### config.mk
export PLATFORM = sky130hd
export DESIGN_NAME = ctl_reg_arbiter
export DESIGN_NICKNAME = d
export VERILOG_FILES = /design/src/rtl/ctl_reg_arbiter.sv
export SDC_FILE = /design/constraint.sdc
export NUM_CORES = 1
export LEC_CHECK = 0
export ABC_CLOCK_PERIOD_IN_PS = 3700
export CAP_MARGIN = 25
export CELL_PAD_IN_SITES_DETAIL_PLACEMENT = 1
export CELL_PAD_IN_SITES_GLOBAL_PLACEMENT = 2
export CORE_MARGIN = 2
export CORE_UTILIZATION = 43
export CTS_BUF_LIST = sky130_fd_sc_hd__clkbuf_2 sky130_fd_sc_hd__clkbuf_4 sky130_fd_sc_hd__clkbuf_8
export DETAILED_ROUTE_END_ITERATION = 8
export DONT_BUFFER_PORTS = 1
export GPL_TIMING_DRIVEN = 1
export PLACE_DENSITY = 0.91
export SYNTH_ARGS = -nofsm -noshare
export SYNTH_HDL_FRONTEND = slang
export SYNTH_SLANG_ARGS = --single-unit
### constraint.sdc
create_clock -name BUS_CLK -period 3.7 [get_ports BUS_CLK]
set_clock_uncertainty 0.2 [all_clocks]
set_input_delay 0.74 -clock BUS_CLK [delete_from_list [all_inputs] [get_ports BUS_CLK]]
set_output_delay 0.74 -clock BUS_CLK [all_outputs]
set_load 0.01 [all_outputs]
### src/rtl/ctl_reg_arbiter.sv
// rtl/ctl_reg_arbiter.sv - Arbitrates the controller register RAM between queued CPU writes and an internal requester.
// CPU commits are edge-detected into a 2-entry FIFO; ties between CPU and internal requests alternate round-robin.
module ctl_reg_arbiter #(
  parameter int ADDR_WIDTH = 8,
  parameter int DATA_WIDTH = 16
) (
  input  logic                  BUS_CLK,
  input  logic                  RST_N,
  input  logic                  CTL_EN,
  input  logic                  WE,
  input  logic [13:0]           BRAM_ADDR,
  input  logic [DATA_WIDTH-1:0] DATA_IN,
  input  logic                  INT_REQ,
  input  logic                  INT_WE,
  input  logic [ADDR_WIDTH-1:0] INT_ADDR,
  input  logic [DATA_WIDTH-1:0] INT_WDATA,
  output logic                  INT_ACK,
  output logic [DATA_WIDTH-1:0] INT_RDATA,
  output logic                  RAM_EN,
  output logic                  RAM_WE,
  output logic [ADDR_WIDTH-1:0] RAM_ADDR,
  output logic [DATA_WIDTH-1:0] RAM_DIN,
  input  logic [DATA_WIDTH-1:0] RAM_DOUT,
  output logic                  CPU_OVF
);

  localparam int EW = ADDR_WIDTH + DATA_WIDTH;

  typedef enum logic [2:0] {
    IDLE,
    CPU_WR,
    INT_WR,
    INT_RD,
    INT_RD_WAIT
  } state_t;

  state_t          state;
  logic [2:0]      we_edge;
  logic [EW-1:0]   fifo_mem [2];
  logic            fifo_rd_ptr;
  logic            fifo_wr_ptr;
  logic [1:0]      fifo_cnt;
  logic            last_grant_cpu;

  logic            commit;
  logic            fifo_full;
  logic            fifo_pop;
  logic            fifo_push;
  logic            cpu_pend;
  logic            int_pend;
  logic            grant_cpu;
  logic            grant_int;
  logic [EW-1:0]   fifo_head;

  // Only the low ADDR_WIDTH bits of the CPU word address reach the RAM.
  generate
    if (ADDR_WIDTH < 14) begin : g_addr_trunc
      logic unused_addr_hi;
      assign unused_addr_hi = ^BRAM_ADDR[13:ADDR_WIDTH];
    end
  endgenerate

  assign commit    = (we_edge == 3'b011);
  assign fifo_full = (fifo_cnt == 2'd2);
  assign fifo_pop  = (state == CPU_WR) && (fifo_cnt != 2'd0);
  assign fifo_push = commit && (!fifo_full || fifo_pop);
  assign fifo_head = fifo_mem[fifo_rd_ptr];

  // The requester's own ACK cycle must not re-grant the request it just completed.
  assign cpu_pend  = (fifo_cnt != 2'd0);
  assign int_pend  = INT_REQ && !INT_ACK;
  assign grant_cpu = (state == IDLE) && cpu_pend && (!int_pend || !last_grant_cpu);
  assign grant_int = (state == IDLE) && int_pend && !grant_cpu;

  always_ff @(posedge BUS_CLK) begin
    if (fifo_push) begin
      fifo_mem[fifo_wr_ptr] <= {BRAM_ADDR[ADDR_WIDTH-1:0], DATA_IN};
    end
  end

  always_ff @(posedge BUS_CLK or negedge RST_N) begin
    if (!RST_N) begin
      we_edge     <= 3'b000;
      fifo_rd_ptr <= 1'b0;
      fifo_wr_ptr <= 1'b0;
      fifo_cnt    <= 2'd0;
      CPU_OVF     <= 1'b0;
    end else begin
      we_edge  <= {we_edge[1:0], WE & CTL_EN};
      fifo_cnt <= fifo_cnt + {1'b0, fifo_push} - {1'b0, fifo_pop};
      if (fifo_push) begin
        fifo_wr_ptr <= ~fifo_wr_ptr;
      end
      if (fifo_pop) begin
        fifo_rd_ptr <= ~fifo_rd_ptr;
      end
      if (commit && !fifo_push) begin
        CPU_OVF <= 1'b1;
      end
    end
  end

  always_ff @(posedge BUS_CLK or negedge RST_N) begin
    if (!RST_N) begin
      state          <= IDLE;
      last_grant_cpu <= 1'b0;
      RAM_EN         <= 1'b0;
      RAM_WE         <= 1'b0;
      RAM_ADDR       <= '0;
      RAM_DIN        <= '0;
      INT_ACK        <= 1'b0;
      INT_RDATA      <= '0;
    end else begin
      RAM_EN  <= 1'b0;
      RAM_WE  <= 1'b0;
      INT_ACK <= 1'b0;
      case (state)
        IDLE: begin
          if (grant_cpu) begin
            state          <= CPU_WR;
            last_grant_cpu <= 1'b1;
            RAM_EN         <= 1'b1;
            RAM_WE         <= 1'b1;
            RAM_ADDR       <= fifo_head[EW-1:DATA_WIDTH];
            RAM_DIN        <= fifo_head[DATA_WIDTH-1:0];
          end else if (grant_int) begin
            last_grant_cpu <= 1'b0;
            RAM_EN         <= 1'b1;
            RAM_WE         <= INT_WE;
            RAM_ADDR       <= INT_ADDR;
            if (INT_WE) begin
              RAM_DIN <= INT_WDATA;
              state   <= INT_WR;
            end else begin
              state   <= INT_RD;
            end
          end
        end
        CPU_WR: begin
          state <= IDLE;
        end
        INT_WR: begin
          INT_ACK <= 1'b1;
          state   <= IDLE;
        end
        INT_RD: begin
          state <= INT_RD_WAIT;
        end
        INT_RD_WAIT: begin
          INT_RDATA <= RAM_DOUT;
          INT_ACK   <= 1'b1;
          state     <= IDLE;
        end
        default: begin
          state <= IDLE;
        end
      endcase
    end
  end

endmodule

==> key figures, run 1 <==
CTS
  • CTS tree: yes
  • Number of buffers inserted during clock tree synthesis: 9
  • Hold buffers post-CTS: 1
  • Number of buffers between clock root and the deepest sink: 2
  • # resized after CTS: 0
  • H-Tree Level Count: 3
  • Post-CTS Setup Inserts: 0
  • CTS root buf: sky130_fd_sc_hd__clkbuf_8
  • Clock sink count: ~100
  • Worst-path clk slew: ~0.11 ns
  • Worst skew pair latency: between 0.3 and 0.4 ns

Cells and area
  • Count of nets after finishing: between 300 and 400
  • Syn-to-layout area delta: 8.04%
  • Fill count: 920
  • Ant. Diodes: 0
  • Commonest non-fill, non-tap cell in the layout: sky130_fd_sc_hd__dfrtp_1
  • Ratio of cells with drive above 1 in the final layout: a little under a quarter
  • Commonest non-fill, non-tap cells in the layout: sky130_fd_sc_hd__dfrtp_1 (55), sky130_fd_sc_hd__edfxtp_1 (48), sky130_fd_sc_hd__mux2_2 (40)

Logic synthesis
  • Mean post-synth cell area: around 14 sq um
  • Sequential-to-total area share from yosys stat: a little under 70%
  • Warnings, synthesis: 0
  • Syn Std Cell Area: 4170 sq um
  • Net count after synthesis: roughly 380
  • Distinct cell type count after synthesis: 30
  • Synth Instances: a little over 300
  • Total of flip-flops plus latches after synthesis: 103

Detailed routing
  • Residual DRC: 0
  • Sum of routed wire length over all layers: ~9500 um
  • Number of vias after detailed routing: between 2,000 and 3,000
  • Antenna violation net count after detailed routing: 0
  • Violation count after the first detailed-routing iteration: roughly 170
  • Number of iterations in the first detailed-routing pass: 4
  • Via count normalized by instance count: a little under 6
  • Per-cell routed wire length: approximately 22 um

GRT
  • Largest net degree at the start of global routing: 56
  • Wire length of the first global-routing pass: roughly 15,000 um
  • GRT Util Overall: between 10% and 20%
  • Vias in the first global route: ~2,800
  • Antenna violations before repair: 0
  • Overflow left after global routing: 0

Floorplan
  • Number of placement rows: 35
  • Horiz. Die Dim: 102 um
  • Height of the die: 102 um
  • I/O pin cnt: 120
  • Area of the core: 9330 sq um
  • Initial standard-cell utilization of the core: 44.7%
  • Die Outline Area: 10,500 sq um

Timing
  • Highest attainable clock frequency: just over 400 MHz
  • Total of endpoints with negative setup slack in the final report: 0
  • Setup repair after global routing missed its margin: no
  • Final number of hold-violating endpoints: 0
  • Final number of max-transition violations: 0
  • Time the final worst path needs with I/O delays and setup: 2.43 ns
  • Worst-case headroom to the max-slew limit: 32.1%
  • Final period util: roughly two thirds
  • Total Neg Setup Slack: 0 ns
  • Minimum hold slack: approximately 0.031 ns
  • Transition time of the tightest slew-check pin: slightly above 1 ns

Setup path
  • Crit path DAT: about 2.4 ns
  • Cell-by-cell listing of the critical path: and3b_1 > buf_4 > or3_1 > a31oi_1
  • CP Capture Type: flop
  • Worst-path maximum fanout: 29
  • Stage delay of the slowest cell on the critical path: ~0.84 ns
  • Required @ worst endpoint: about 3.7 ns
  • Slack of the worst reg-to-reg path: roughly 1.3 ns
  • Reg2reg start: INT_ACK
  • Cell with the largest stage delay on the worst path: sky130_fd_sc_hd__or3_1
  • Critical Path Source Type: flop
  • FF-to-FF End: RAM_DIN[13]
  • Cells on worst reg2reg path: 4
  • Type of the worst setup path: reg -> reg

Power
  • Gate power share: approximately a third
  • Clock network power share: between 10% and 20%
  • P_int: ~2.3 mW
  • Power share of the sequential group: 49.9%
  • Switching pwr: ~1.5 mW
  • Maximum VDD drop: slightly above 0.4 mV
  • Switching share of power: approximately 40%
  • Power Total: 3.81 mW
  • Leak pwr: approximately 1.6 nW
  • Pwr Density: between 800 and 900 nW/um^2

Status
  • Run status: complete, no violations

Place
  • Gpl congestion: roughly 0.78
  • IO Port Bufs: 0
  • Detailed-placement wirelength estimate: 6460 um

Hold path
  • Type of the most critical hold path: in -> async

Flow run
  • MaxCap Viol Count: 0
[through the flow]
| stage | utilization [%] | instance area [sq um] | setup slack, ns | cells |
|---|---|---|---|---|
| 2_1_floorplan | - | 4170 | 1.02 | 302 |
| 3_3_place_gp | 46.0 | 4290 | 1.11 | 414 |
| 3_5_place_dp | 46.0 | 4290 | 1.09 | 414 |
| 4_1_cts | 48.2 | 4490 | 1.24 | 431 |
| 5_1_grt | 48.3 | 4500 | 0.983 | 432 |
| 6_report | 48.3 | 4500 | 1.27 | 432 |
[worst max-delay path, delay by kind of cell (launching register included)]
kind | cells | cell delay (ns)
compound gates | 1 | 0.20
flops | 1 | 0.49
simple gates | 2 | 1.09
buf+inv | 1 | 0.28
[sequential cells by signal, indices dropped and copies added, names as in the netlist]
| register | flops |
|---|---|
| fifo_mem | 48 |
| INT_RDATA | 16 |
| RAM_DIN | 16 |
| RAM_ADDR | 8 |
| state | 3 |
| we_edge | 3 |
| fifo_cnt | 2 |
| CPU_OVF | 1 |
| INT_ACK | 1 |
| RAM_EN | 1 |
| RAM_WE | 1 |
| fifo_rd_ptr | 1 |
| fifo_wr_ptr | 1 |
| last_grant_cpu | 1 |
[Yosys cell counts, drive strengths merged]
cell type,instances,share of area (%)
o21ai,28,3.4
nand3,24,2.9
xor2,2,0.42
nor3b,2,0.48
clkbuf,18,1.6
nand3b,1,0.18
nand2b,2,0.30
or3,2,0.30
dfrtp,55,33
xnor2,3,0.63
mux2,40,11
edfxtp,48,35
inv,3,0.27
o2111ai,1,0.21
ha,1,0.30
nor2,4,0.36
and2,1,0.15
nor2b,3,0.45
nor3,1,0.12
o221ai,1,0.21
o41ai,1,0.21
nor4,24,3.6
buf,6,0.96
and3b,3,0.63
nand2,4,0.36
a31oi,24,3.6
[power groups by stage]
stage               combinational, mW  clock [mW]  sequential, mW
global placement                 1.17           0            1.92
CTS                              1.25       0.671            1.91
detailed placement               1.23           0            1.93
floorplan                        1.02           0            1.80
finish                           1.25       0.653            1.90
global route                     1.41       0.723            1.95
[logic make-up (layout without fill, tap and decap cells)]
| family | count (synthesis) | count (layout) | share of synthesized area, % |
|---|---|---|---|
| simple gates | 71 | 71 | 9.81 |
| compound gates | 55 | 55 | 7.59 |
| buf+inv | 27 | 28 | 2.85 |
| xor+xnor | 5 | 5 | 1.05 |
| flops | 103 | 103 | 67.6 |
| fa+ha+maj | 1 | 1 | 0.300 |
| mux | 40 | 40 | 10.8 |
[how the worst max path moves through the flow]
stage,startpoint,to,slack (ns)
after floorplan,state[1],fifo_mem[0][0],1.02
after global placement,INT_REQ,state[0],1.11
after detailed placement,INT_REQ,RAM_DIN[13],1.09
after CTS,INT_ACK,state[0],1.24
after global routing,INT_ACK,state[0],0.98
final,INT_ACK,RAM_DIN[13],1.27
[layer usage]
layer | global-route usage, % | part of all wire [%] | up-vias | routed length [um]
met1 | 24.3 | 44 | 1262 | 4130
met3 | 6.22 | 8.0 | 11 | 754
met2 | 28.8 | 47 | 98 | 4450
met5 | 0 | 0 | - | 0
li1 | - | - | 1146 | -
met4 | 7.08 | 1.5 | 0 | 141
[cell type report]
type | instances | area (sq um) | area share [%]
Sequential cell | 103 | 2820 | 62.6
Timing Repair Buffer | 9 | 91.3 | 2.03
Inverter | 3 | 11.3 | 0.250
Tap cell | 129 | 161 | 3.58
Clock buffer | 9 | 124 | 2.75
Multi-Input combinational cell | 172 | 1240 | 27.6
Clock inverter | 7 | 53.8 | 1.19
Note: power is estimated with default switching activity, not from simulation.
==> run 2: changes to the inputs <==
==> config.mk (replaced) <==
export PLATFORM = sky130hd
export DESIGN_NAME = ctl_reg_arbiter
export DESIGN_NICKNAME = d
export VERILOG_FILES = /design/src/rtl/ctl_reg_arbiter.sv
export SDC_FILE = /design/constraint.sdc
export NUM_CORES = 1
export LEC_CHECK = 0
export ABC_CLOCK_PERIOD_IN_PS = 2000
export CAP_MARGIN = 25
export CELL_PAD_IN_SITES_DETAIL_PLACEMENT = 1
export CELL_PAD_IN_SITES_GLOBAL_PLACEMENT = 2
export CORE_MARGIN = 2
export CORE_UTILIZATION = 39
export CTS_BUF_LIST = sky130_fd_sc_hd__clkbuf_2 sky130_fd_sc_hd__clkbuf_4 sky130_fd_sc_hd__clkbuf_8
export DETAILED_ROUTE_END_ITERATION = 8
export DONT_BUFFER_PORTS = 1
export GPL_TIMING_DRIVEN = 1
export PLACE_DENSITY = 0.87
export SYNTH_ARGS = -nofsm -noshare
export SYNTH_HDL_FRONTEND = slang
export SYNTH_SLANG_ARGS = --single-unit
==> constraint.sdc (replaced) <==
create_clock -name BUS_CLK -period 2 [get_ports BUS_CLK]
set_clock_uncertainty 0.2 [all_clocks]
set_input_delay 0.4 -clock BUS_CLK [delete_from_list [all_inputs] [get_ports BUS_CLK]]
set_output_delay 0.4 -clock BUS_CLK [all_outputs]
set_load 0.01 [all_outputs]
==> key figures, run 2 (synthesis results as in run 1) <==
Status
  • Run status: complete, no violations

Timing
  • Total Neg Setup Slack: 0 ns
  • Total of endpoints with negative setup slack in the final report: 0
  • Final number of hold-violating endpoints: 0
  • Minimum hold slack: roughly 0.012 ns
  • Final number of max-transition violations: 0
  • Highest attainable clock frequency: 516 MHz
  • Time the final worst path needs with I/O delays and setup: 1.94 ns
  • Setup repair after global routing missed its margin: yes
  • Worst-case headroom to the max-slew limit: 73.0%
  • Transition time of the tightest slew-check pin: 0.401 ns
  • Final period util: 96.9%

Setup path
  • Type of the worst setup path: reg -> reg
  • Stage delay of the slowest cell on the critical path: 0.46 ns
  • Crit path DAT: 2.01 ns
  • CP Capture Type: flop
  • Cell with the largest stage delay on the worst path: sky130_fd_sc_hd__dfrtp_2
  • Cell-by-cell listing of the critical path: or3_4 > or3_1 > buf_6 > a31oi_2
  • Critical Path Source Type: flop
  • Required @ worst endpoint: around 2.1 ns
  • Worst-path maximum fanout: 19

GRT
  • Largest net degree at the start of global routing: 56
  • GRT Util Overall: 19.9%
  • Antenna violations before repair: 0
  • Vias in the first global route: 3,187
  • Overflow left after global routing: 0
  • Wire length of the first global-routing pass: roughly 17,000 um

CTS
  • Worst-path clk slew: 0.11 ns
  • Number of buffers inserted during clock tree synthesis: 9
  • Number of buffers between clock root and the deepest sink: 2
  • Worst skew pair latency: about 0.37 ns
  • Clock sink count: a little over 100
  • H-Tree Level Count: 3
  • CTS root buf: sky130_fd_sc_hd__clkbuf_8
  • CTS tree: yes
  • Post-CTS Setup Inserts: 0

Power
  • Leak pwr: between 2 and 2.5 nW
  • Maximum VDD drop: about 0.58 mV
  • Pwr Density: 1460 nW/um^2
  • Power Total: 7.98 mW

Place
  • Detailed-placement wirelength estimate: 6630 um
  • Gpl congestion: roughly 0.77
  • IO Port Bufs: 0

Floorplan
  • Number of placement rows: 37
  • Area of the core: 10,400 sq um
  • Height of the die: ~110 um
  • I/O pin cnt: 120
  • Horiz. Die Dim: 107 um
  • Die Outline Area: 11,500 sq um
  • Initial standard-cell utilization of the core: 40.2%

Detailed routing
  • Via count normalized by instance count: 5.53
  • Violation count after the first detailed-routing iteration: roughly 160
  • Per-cell routed wire length: 21.2 um
  • Number of vias after detailed routing: roughly 2,900
  • Residual DRC: 0
  • Antenna violation net count after detailed routing: 0
  • Number of iterations in the first detailed-routing pass: 4
  • Sum of routed wire length over all layers: 11,000 um

Cells and area
  • Leading registers by flop count: fifo_mem: 48 flops, INT_RDATA: 16 flops, RAM_DIN: 16 flops
  • Max reg flops: 48
  • Count of nets after finishing: 457
  • Commonest non-fill, non-tap cell in the layout: sky130_fd_sc_hd__dlygate4sd3_1
  • Syn-to-layout area delta: 31.1%
  • Register with the most flip-flops: fifo_mem
  • Ratio of cells with drive above 1 in the final layout: between 20% and 30%
  • Commonest non-fill, non-tap cells in the layout: sky130_fd_sc_hd__dlygate4sd3_1 (65), sky130_fd_sc_hd__dfrtp_1 (53), sky130_fd_sc_hd__edfxtp_1 (48)
  • Ant. Diodes: 0
  • Fill count: approximately 1,000

Flow run
  • MaxCap Viol Count: 0

Hold path
  • Type of the most critical hold path: in -> reg
run 2: cell count changes in the layout (fill, tap and decap cells not counted), sizes merged:
| cell | before | now |
|---|---|---|
| dlygate4sd3 | 0 | 65 |
| buf | 9 | 26 |
| bufinv | 0 | 2 |
| clkinvlp | 2 | 0 |
| clkinv | 2 | 3 |
| inv | 6 | 5 |
run 2: worst max-delay path, delay by kind of cell, from the launching register on:
family / cells / cell delay (ns)
and+or+nand+nor: 2 / 0.81
DFF: 1 / 0.46
buffers and inverters: 1 / 0.19
AOI/OAI and AO/OA: 1 / 0.18
run 2: area by class of cell:
class                           count  area (sq um)  share of cell area [%]
Clock buffer                        9           124                    2.27
Clock inverter                      7           103                    1.88
Inverter                            3          11.3                   0.206
Multi-Input combinational cell    172          1310                    24.0
Sequential cell                   103          2820                    51.6
Tap cell                          136           170                    3.11
Timing Repair Buffer               91           927                    17.0
run 2: metal layers:
layer | part of all wire (%) | vias to the layer above | global-route usage, %
li1 | - | 1304 | -
met1 | 42 | 1450 | 25.3
met2 | 50 | 112 | 32.4
met3 | 6.9 | 13 | 5.45
met4 | 1.5 | 0 | 7.51
met5 | 0 | - | 0
run 2: worst paths after layout:
check                        startpoint       endpoint  slack [ns]  cells past startpoint
max                            state[1]     RAM_DIN[0]        0.06                      4
min                        INT_WDATA[1]     RAM_DIN[1]        0.01                      2
max reg2reg                    state[1]     RAM_DIN[0]        0.06                      4
min reg2reg                  we_edge[1]     we_edge[2]        0.23                      0
max in group asynchronous         RST_N       state[2]        0.99                      2
min in group asynchronous         RST_N  INT_RDATA[13]        0.35                      2
run 2: power breakdown:
group          internal [mW]  leakage (nW)  switching [mW]  total [mW]
combinational           1.38         0.807            1.67        3.05
clock                  0.721         0.116           0.752        1.47
sequential              2.81          1.09           0.648        3.46
total                   4.91          2.01            3.07        7.98
run 2: stage by stage:
step	area, sq um	worst slack [ns]	utilization (%)	instances
2_1_floorplan	4200	0.0230	-	302
3_3_place_gp	4500	0.0744	43.4	439
3_5_place_dp	4500	0.0322	43.4	439
4_1_cts	5400	0.0200	52.1	520
5_1_grt	5470	-0.0317	52.7	521
6_report	5470	0.0628	52.7	521
run 2: what timing repair did:
action / CTS / global route
gates resized for setup: 0 / 14
endpoints found under the setup margin: 0 / 69
hold buffers: 65 / 1
hold endpoints to repair: 141 / 1
